<file path="src/rtl/fft_pkt_pkg.sv">
// Shared types and helpers for the FFT frame packetizer.
package fft_pkt_pkg;

  typedef enum logic [1:0] {
    StIdle  = 2'd0,
    StRun   = 2'd1,
    StDrain = 2'd2
  } fft_pkt_state_e;

  localparam int unsigned OVF_CNT_W = 16;

  // Bits needed to index n entries; at least one bit.
  function automatic int unsigned cnt_width(input int unsigned n);
    return (n > 1) ? $clog2(n) : 1;
  endfunction

endpackage

</file>
<file path="src/rtl/fft_pkt_fifo.sv">
// Synchronous show-ahead FIFO: dout_o presents the head entry while not empty.
module fft_pkt_fifo
  import fft_pkt_pkg::*;
#(
  parameter int unsigned WIDTH = 32,
  parameter int unsigned DEPTH = 16
) (
  input  logic             clk_i,
  input  logic             rst_i,
  input  logic             wr_en_i,
  input  logic [WIDTH-1:0] din_i,
  input  logic             rd_en_i,
  output logic             full_o,
  output logic             empty_o,
  output logic [WIDTH-1:0] dout_o
);

  localparam int unsigned AW = cnt_width(DEPTH);

  // Pointers carry one extra wrap bit to separate full from empty.
  logic [AW:0]      wr_ptr_q, wr_ptr_d;
  logic [AW:0]      rd_ptr_q, rd_ptr_d;
  logic [WIDTH-1:0] mem_q [DEPTH];
  logic             wr_fire, rd_fire;

  always_comb begin
    empty_o  = (wr_ptr_q == rd_ptr_q);
    full_o   = (wr_ptr_q[AW] != rd_ptr_q[AW]) && (wr_ptr_q[AW-1:0] == rd_ptr_q[AW-1:0]);
    wr_fire  = wr_en_i && !full_o;
    rd_fire  = rd_en_i && !empty_o;
    wr_ptr_d = wr_fire ? wr_ptr_q + (AW+1)'(1) : wr_ptr_q;
    rd_ptr_d = rd_fire ? rd_ptr_q + (AW+1)'(1) : rd_ptr_q;
    dout_o   = mem_q[rd_ptr_q[AW-1:0]];
  end

  always_ff @(posedge clk_i) begin
    if (rst_i) begin
      wr_ptr_q <= '0;
      rd_ptr_q <= '0;
    end else begin
      wr_ptr_q <= wr_ptr_d;
      rd_ptr_q <= rd_ptr_d;
    end
  end

  always_ff @(posedge clk_i) begin
    if (wr_fire) begin
      mem_q[wr_ptr_q[AW-1:0]] <= din_i;
    end
  end

endmodule

</file>
<file path="src/rtl/fft_frame_packetizer.sv">
// Frames a valid-only sample stream into FFT_LENGTH-beat Avalon-ST packets.
// Optional FFT_PKT_OVF_COUNT_EN adds a saturating dropped-sample counter output.
module fft_frame_packetizer
  import fft_pkt_pkg::*;
#(
  parameter int unsigned SYMBOL_WIDTH = 32,
  parameter int unsigned FFT_LENGTH   = 1024,
  parameter int unsigned FIFO_DEPTH   = 16
) (
  input  logic                    csi_clk,
  input  logic                    rsi_reset,
  input  logic                    coe_enable,
  output logic                    coe_busy,
  output logic                    coe_overflow,
  input  logic [SYMBOL_WIDTH-1:0] asi_in_data,
  input  logic                    asi_in_valid,
  output logic [SYMBOL_WIDTH-1:0] aso_out_data,
  output logic                    aso_out_valid,
  output logic                    aso_out_startofpacket,
  output logic                    aso_out_endofpacket,
  input  logic                    aso_out_ready
`ifdef FFT_PKT_OVF_COUNT_EN
  ,
  output logic [OVF_CNT_W-1:0]    coe_ovf_count
`endif
);

  localparam int unsigned CntW = cnt_width(FFT_LENGTH);
  localparam logic [CntW-1:0] LastBeat = CntW'(FFT_LENGTH - 1);

  fft_pkt_state_e    state_q, state_d;
  logic [CntW-1:0]   in_cnt_q, in_cnt_d;
  logic [CntW-1:0]   out_cnt_q, out_cnt_d;
  logic              ovf_q, ovf_d;

  logic              fifo_full, fifo_empty;
  logic [SYMBOL_WIDTH-1:0] fifo_dout;
  logic              in_open, eligible, wr_accept, drop, xfer, drained, start_run;

  fft_pkt_fifo #(
    .WIDTH (SYMBOL_WIDTH),
    .DEPTH (FIFO_DEPTH)
  ) u_fifo (
    .clk_i   (csi_clk),
    .rst_i   (rsi_reset),
    .wr_en_i (wr_accept),
    .din_i   (asi_in_data),
    .rd_en_i (xfer),
    .full_o  (fifo_full),
    .empty_o (fifo_empty),
    .dout_o  (fifo_dout)
  );

  always_comb begin
    // Input stays open in DRAIN only until the current frame is complete.
    in_open   = (state_q == StRun) || ((state_q == StDrain) && (in_cnt_q != '0));
    eligible  = asi_in_valid && in_open;
    wr_accept = eligible && !fifo_full;
    drop      = eligible && fifo_full;
    xfer      = !fifo_empty && aso_out_ready;
    drained   = (in_cnt_q == '0) && fifo_empty && (out_cnt_q == '0);
    start_run = (state_q == StIdle) && coe_enable;

    state_d = state_q;
    case (state_q)
      StIdle:  if (coe_enable) state_d = StRun;
      StRun:   if (!coe_enable) state_d = StDrain;
      StDrain: if (drained) state_d = coe_enable ? StRun : StIdle;
      default: state_d = StIdle;
    endcase

    in_cnt_d  = wr_accept ? in_cnt_q + CntW'(1) : in_cnt_q;
    out_cnt_d = out_cnt_q;
    if (xfer) begin
      out_cnt_d = (out_cnt_q == LastBeat) ? '0 : out_cnt_q + CntW'(1);
    end

    ovf_d = ovf_q;
    if (start_run) begin
      ovf_d = 1'b0;
    end else if (drop) begin
      ovf_d = 1'b1;
    end
  end

  always_ff @(posedge csi_clk) begin
    if (rsi_reset) begin
      state_q   <= StIdle;
      in_cnt_q  <= '0;
      out_cnt_q <= '0;
      ovf_q     <= 1'b0;
    end else begin
      state_q   <= state_d;
      in_cnt_q  <= in_cnt_d;
      out_cnt_q <= out_cnt_d;
      ovf_q     <= ovf_d;
    end
  end

  always_comb begin
    aso_out_valid         = !fifo_empty;
    aso_out_data          = aso_out_valid ? fifo_dout : '0;
    aso_out_startofpacket = aso_out_valid && (out_cnt_q == '0);
    aso_out_endofpacket   = aso_out_valid && (out_cnt_q == LastBeat);
    coe_busy              = (state_q != StIdle);
    coe_overflow          = ovf_q;
  end

`ifdef FFT_PKT_OVF_COUNT_EN
  logic [OVF_CNT_W-1:0] ovf_cnt_q, ovf_cnt_d;

  always_comb begin
    ovf_cnt_d = ovf_cnt_q;
    if (start_run) begin
      ovf_cnt_d = '0;
    end else if (drop && (ovf_cnt_q != '1)) begin
      ovf_cnt_d = ovf_cnt_q + OVF_CNT_W'(1);
    end
  end

  always_ff @(posedge csi_clk) begin
    if (rsi_reset) begin
      ovf_cnt_q <= '0;
    end else begin
      ovf_cnt_q <= ovf_cnt_d;
    end
  end

  assign coe_ovf_count = ovf_cnt_q;
`endif

endmodule

</file>
<file path="config.mk">
export PLATFORM = sky130hd
export DESIGN_NAME = fft_frame_packetizer
export DESIGN_NICKNAME = d
export VERILOG_FILES = /design/src/rtl/fft_pkt_pkg.sv /design/src/rtl/fft_pkt_fifo.sv /design/src/rtl/fft_frame_packetizer.sv
export SDC_FILE = /design/constraint.sdc
export NUM_CORES = 1
export LEC_CHECK = 0
export ABC_CLOCK_PERIOD_IN_PS = 3840
export CELL_PAD_IN_SITES_DETAIL_PLACEMENT = 2
export CELL_PAD_IN_SITES_GLOBAL_PLACEMENT = 2
export CORE_MARGIN = 2
export CORE_UTILIZATION = 44
export CTS_CLUSTER_DIAMETER = 120
export DETAILED_ROUTE_END_ITERATION = 8
export PLACE_DENSITY = 0.77
export SLEW_MARGIN = 25
export SYNTH_ARGS = -nofsm -noshare
export SYNTH_HDL_FRONTEND = slang
export SYNTH_HIERARCHICAL = 1
export SYNTH_SLANG_ARGS = --single-unit
</file>
<file path="constraint.sdc">
create_clock -name csi_clk -period 3.84 [get_ports csi_clk]
set_clock_uncertainty 0.15 [all_clocks]
set_input_delay 0.768 -clock csi_clk [delete_from_list [all_inputs] [get_ports csi_clk]]
set_output_delay 0.768 -clock csi_clk [all_outputs]
set_load 0.05 [all_outputs]
</file>
==> metrics.md <==
| Metric | Value |
|---|---|
| Design area | `25600 µm²` |
| Most frequent cells in the layout | `512 x edfxtp_1, 131 x mux4_2, 63 x buf_4, 60 x clkbuf_16, 40 x nor2b_1` |
| Crit. End Element | `output pin` |
| Yosys cell types | `57` |
| Comb power frac | `7.7%` |
| Row count | `about 80` |
| Main combinational cell family by area after synthesis | `multiplexers` |
| Top cells by area, synth | `edfxtp_1 71%, mux4_2 13%, mux4_1 4.0%` |
| Max-slew violation count | `0` |
| Fraction of power consumed by sequential logic | `between 50 and 60%` |
| Avg Synthesized Cell Area | `~22 µm²` |
| XOR/XNOR share of the synthesized area | `0.806%` |
| Worst slew margin | `49.0%` |
| DPL Wire Length | `35200 µm` |
| Max_cap viols | `0` |
| Post-synthesis mux area share | `between 10% and 20%` |
| CTS Buf Count | `58` |
| Worst EP required | `approximately 2900 ps` |
| Synth warnings | `6` |
| Worst setup margin | `71.5 ps` |
| Die Ht | `around 230 µm` |
| Switching power total | `2.94 mW` |
| Compound-cell area share of the yosys netlist | `1.24%` |
| Max Root-Sink Buffers | `3` |
| Final period util | `98.1%` |
| Post-synth top flop | `edfxtp_1` |
| Fill cell count | `4212` |
| 1st-iter DRT viols | `766` |
| Initial antenna violation count | `1` |
| Pleak | `~8 nW` |
| Post-synth net total | `around 1.0k` |
| Total grt overflow | `0` |
| Routed Antenna Nets | `0` |
| Gr usage total | `23.4%` |
| PwrDens | `497 nW/µm²` |
| CTS sink count | `549` |
| CP startpoint kind | `flip-flop` |
| Pin count of the biggest net entering global routing | `50` |
| Simple-gate area share of the yosys netlist | `~4%` |
| Post-synth top area cell | `edfxtp_1` |
| Clock power frac | `40.7%` |
| Final wirelength | `58100 µm` |
| Tmin final | `3770 ps` |
| Internal | `9.79 mW` |
| Register area share after synthesis | `between 70% and 80%` |
| Power after layout | `12.7 mW` |
| # setup viols final | `0` |
| Fin. Hold Viols | `0` |
| Hold buffers post-CTS | `0` |
| Worst Path Arrival | `about 2900 ps` |
| Via/cell ratio | `5.86` |
| Area after DPL | `around 24000 µm²` |
| Cell Area, Synth | `between 20000 and 25000 µm²` |
| Final Core Density | `52.5%` |
| Cells after synthesis | `roughly 1000` |
| Sw Share | `roughly 23%` |
| TritonCTS clock tree | `built` |
| Synth async-reset ratio | `0%` |
| First drt pass iteration count | `5` |
| Clock latency on the worst-skew pair | `about 620 ps` |
| Crit-path max FO | `13` |
| Share of cells above drive strength 1 | `about 28%` |
| Diode count | `0` |
| Placer Congestion | `0.727` |
| Worst-margin pin slew | `762 ps` |
| Port Buffers | `73` |
| Adder-cell share of the synthesized area | `less than 1%` |
| Yosys top cell area share | `70.7%` |
| Chip Width | `226 µm` |
| Vias in the first global route | `11.9k` |
| Die area | `51200 µm²` |
| RSZ-0062 raised after global routing | `no` |
| Worst slack at placement | `312 ps` |
| Root Buffer Master | `clkbuf_16` |
| First-pass GRT wire length | `between 80000 and 90000 µm` |
| Nets | `1192` |
| Worst vdd ir | `0.000448 V` |
| Flops & latches, synth | `approximately 550` |
| Status | `completed` |
| Setup CP Type | `reg -> out` |
| DR WL/cell | `31.3 µm` |
| Clock transition at path regs | `60 ps` |
| Worst Hold Class | `reg -> reg` |
| Vias | `10.9k` |
| Post-route setup TNS | `0 ps` |
| H-tree Lvls | `2` |
| Post-synth EDFFs | `512` |
| Core area | `48800 µm²` |
| Area growth from synthesis to layout | `17.9%` |
| Starting Density | `44.5%` |
| Leading cell type in the layout, fill and taps excluded | `edfxtp_1` |
| Number of remaining DRC errors | `0` |
| Ports | `74` |
| Fmax | `about 0.27 GHz` |
-- repair_timing --
| item | CTS | global route |
|---|---|---|
| cloned | 4 | 1 |
| setup buffers | 3 | 0 |
| endpoints found under the setup margin | 17 | 8 |
| gates resized for setup | 8 | 6 |
-- sequential cells by signal, summed over array words and instances, names as in the netlist, named ones only --
register         flops
u_fifo/wr_ptr_q      5
coe_overflow         1
u_fifo/mem_q       512
state_q              2
u_fifo/rd_ptr_q      5
out_cnt_q           10
in_cnt_q            10
-- Yosys cell counts (3+ instances only) --
library cell,instances
xnor2_1,14
nand3_1,10
a21oi_1,8
nand2_1,9
a211oi_1,4
and2_1,3
and3_1,14
mux2_2,5
buf_2,5
dfxtp_1,37
clkbuf_1,18
and4_1,7
nor3_1,6
buf_6,13
o311ai_0,5
edfxtp_1,512
nand4_1,12
nor2_1,26
nor4_1,5
xor2_1,6
ha_1,9
nor2b_1,40
buf_1,9
mux4_1,33
nand2b_1,3
inv_1,17
o21ai_0,4
mux4_2,127
-- worst paths after layout --
| kind | startpoint | end | slack, ps | depth (start not counted) |
|---|---|---|---|---|
| worst max-delay path | flip-flop | aso_out_data[2] | 70 | 6 |
| worst min-delay path | out_cnt_q[1]$_SDFFE_PP0P_ | out_cnt_q[1]$_SDFFE_PP0P_ | 390 | 2 |
| worst max register to register | u_fifo/wr_ptr_q[1]$_SDFFE_PP0P_ | u_fifo/mem_q[13][4]$_DFFE_PP_ | 510 | 10 |
| worst min register to register | out_cnt_q[1]$_SDFFE_PP0P_ | out_cnt_q[1]$_SDFFE_PP0P_ | 390 | 2 |
-- layout make-up --
type | instances | area [µm²] | share of cell area, %
Tap cell | 664 | 831 | 3.24
Sequential cell | 549 | 16100 | 62.9
Timing Repair Buffer | 136 | 1610 | 6.27
Multi-Input combinational cell | 383 | 5280 | 20.6
Inverter | 18 | 70.1 | 0.273
Clock buffer | 75 | 1540 | 5.99
Clock inverter | 32 | 186 | 0.727
-- power groups by stage --
| stage | Clock [mW] | Sequential, mW | Combinational, mW |
|---|---|---|---|
| final | 5.18 | 6.57 | 0.984 |
| after global routing | 5.48 | 6.57 | 1.04 |
| after CTS | 5.28 | 6.57 | 1.00 |
| after detailed placement | 0 | 6.69 | 0.966 |
| after global placement | 0 | 6.69 | 0.940 |
| after floorplan | 0 | 6.69 | 0.593 |
-- worst max-delay path: stages (launching register included) --
cell,delay [ps]
dfxtp_4,360
buf_12,160
buf_16,190
mux4_1,620
mux4_2,530
nor2b_1,170
buf_4,190
-- routing by layer --
| metal | part of all wire, % | GRT usage [%] | up-vias |
|---|---|---|---|
| li1 | - | - | 4512 |
| met1 | 41 | 30.0 | 5983 |
| met4 | 2.8 | 8.06 | 2 |
| met3 | 3.9 | 3.06 | 89 |
| met5 | 0.022 | 0 | - |
| met2 | 52 | 41.1 | 298 |
-- through the flow --
stage                     std cells  hold slack, ps
after global placement         1742             369
after detailed placement       1742             380
after global routing           1857             423
after floorplan                 997             339
after CTS                      1856             390
final                          1857             392
-- cells by family after synthesis --
logic type | count (synthesis)
adder cells (fa/ha/maj) | 9
flip-flops | 549
multiplexers | 169
AND/OR/NAND/NOR | 148
AO/OA/AOI/OAI | 37
XOR/XNOR | 20
buffers and inverters | 65
Power figures use the tool's default switching activity.
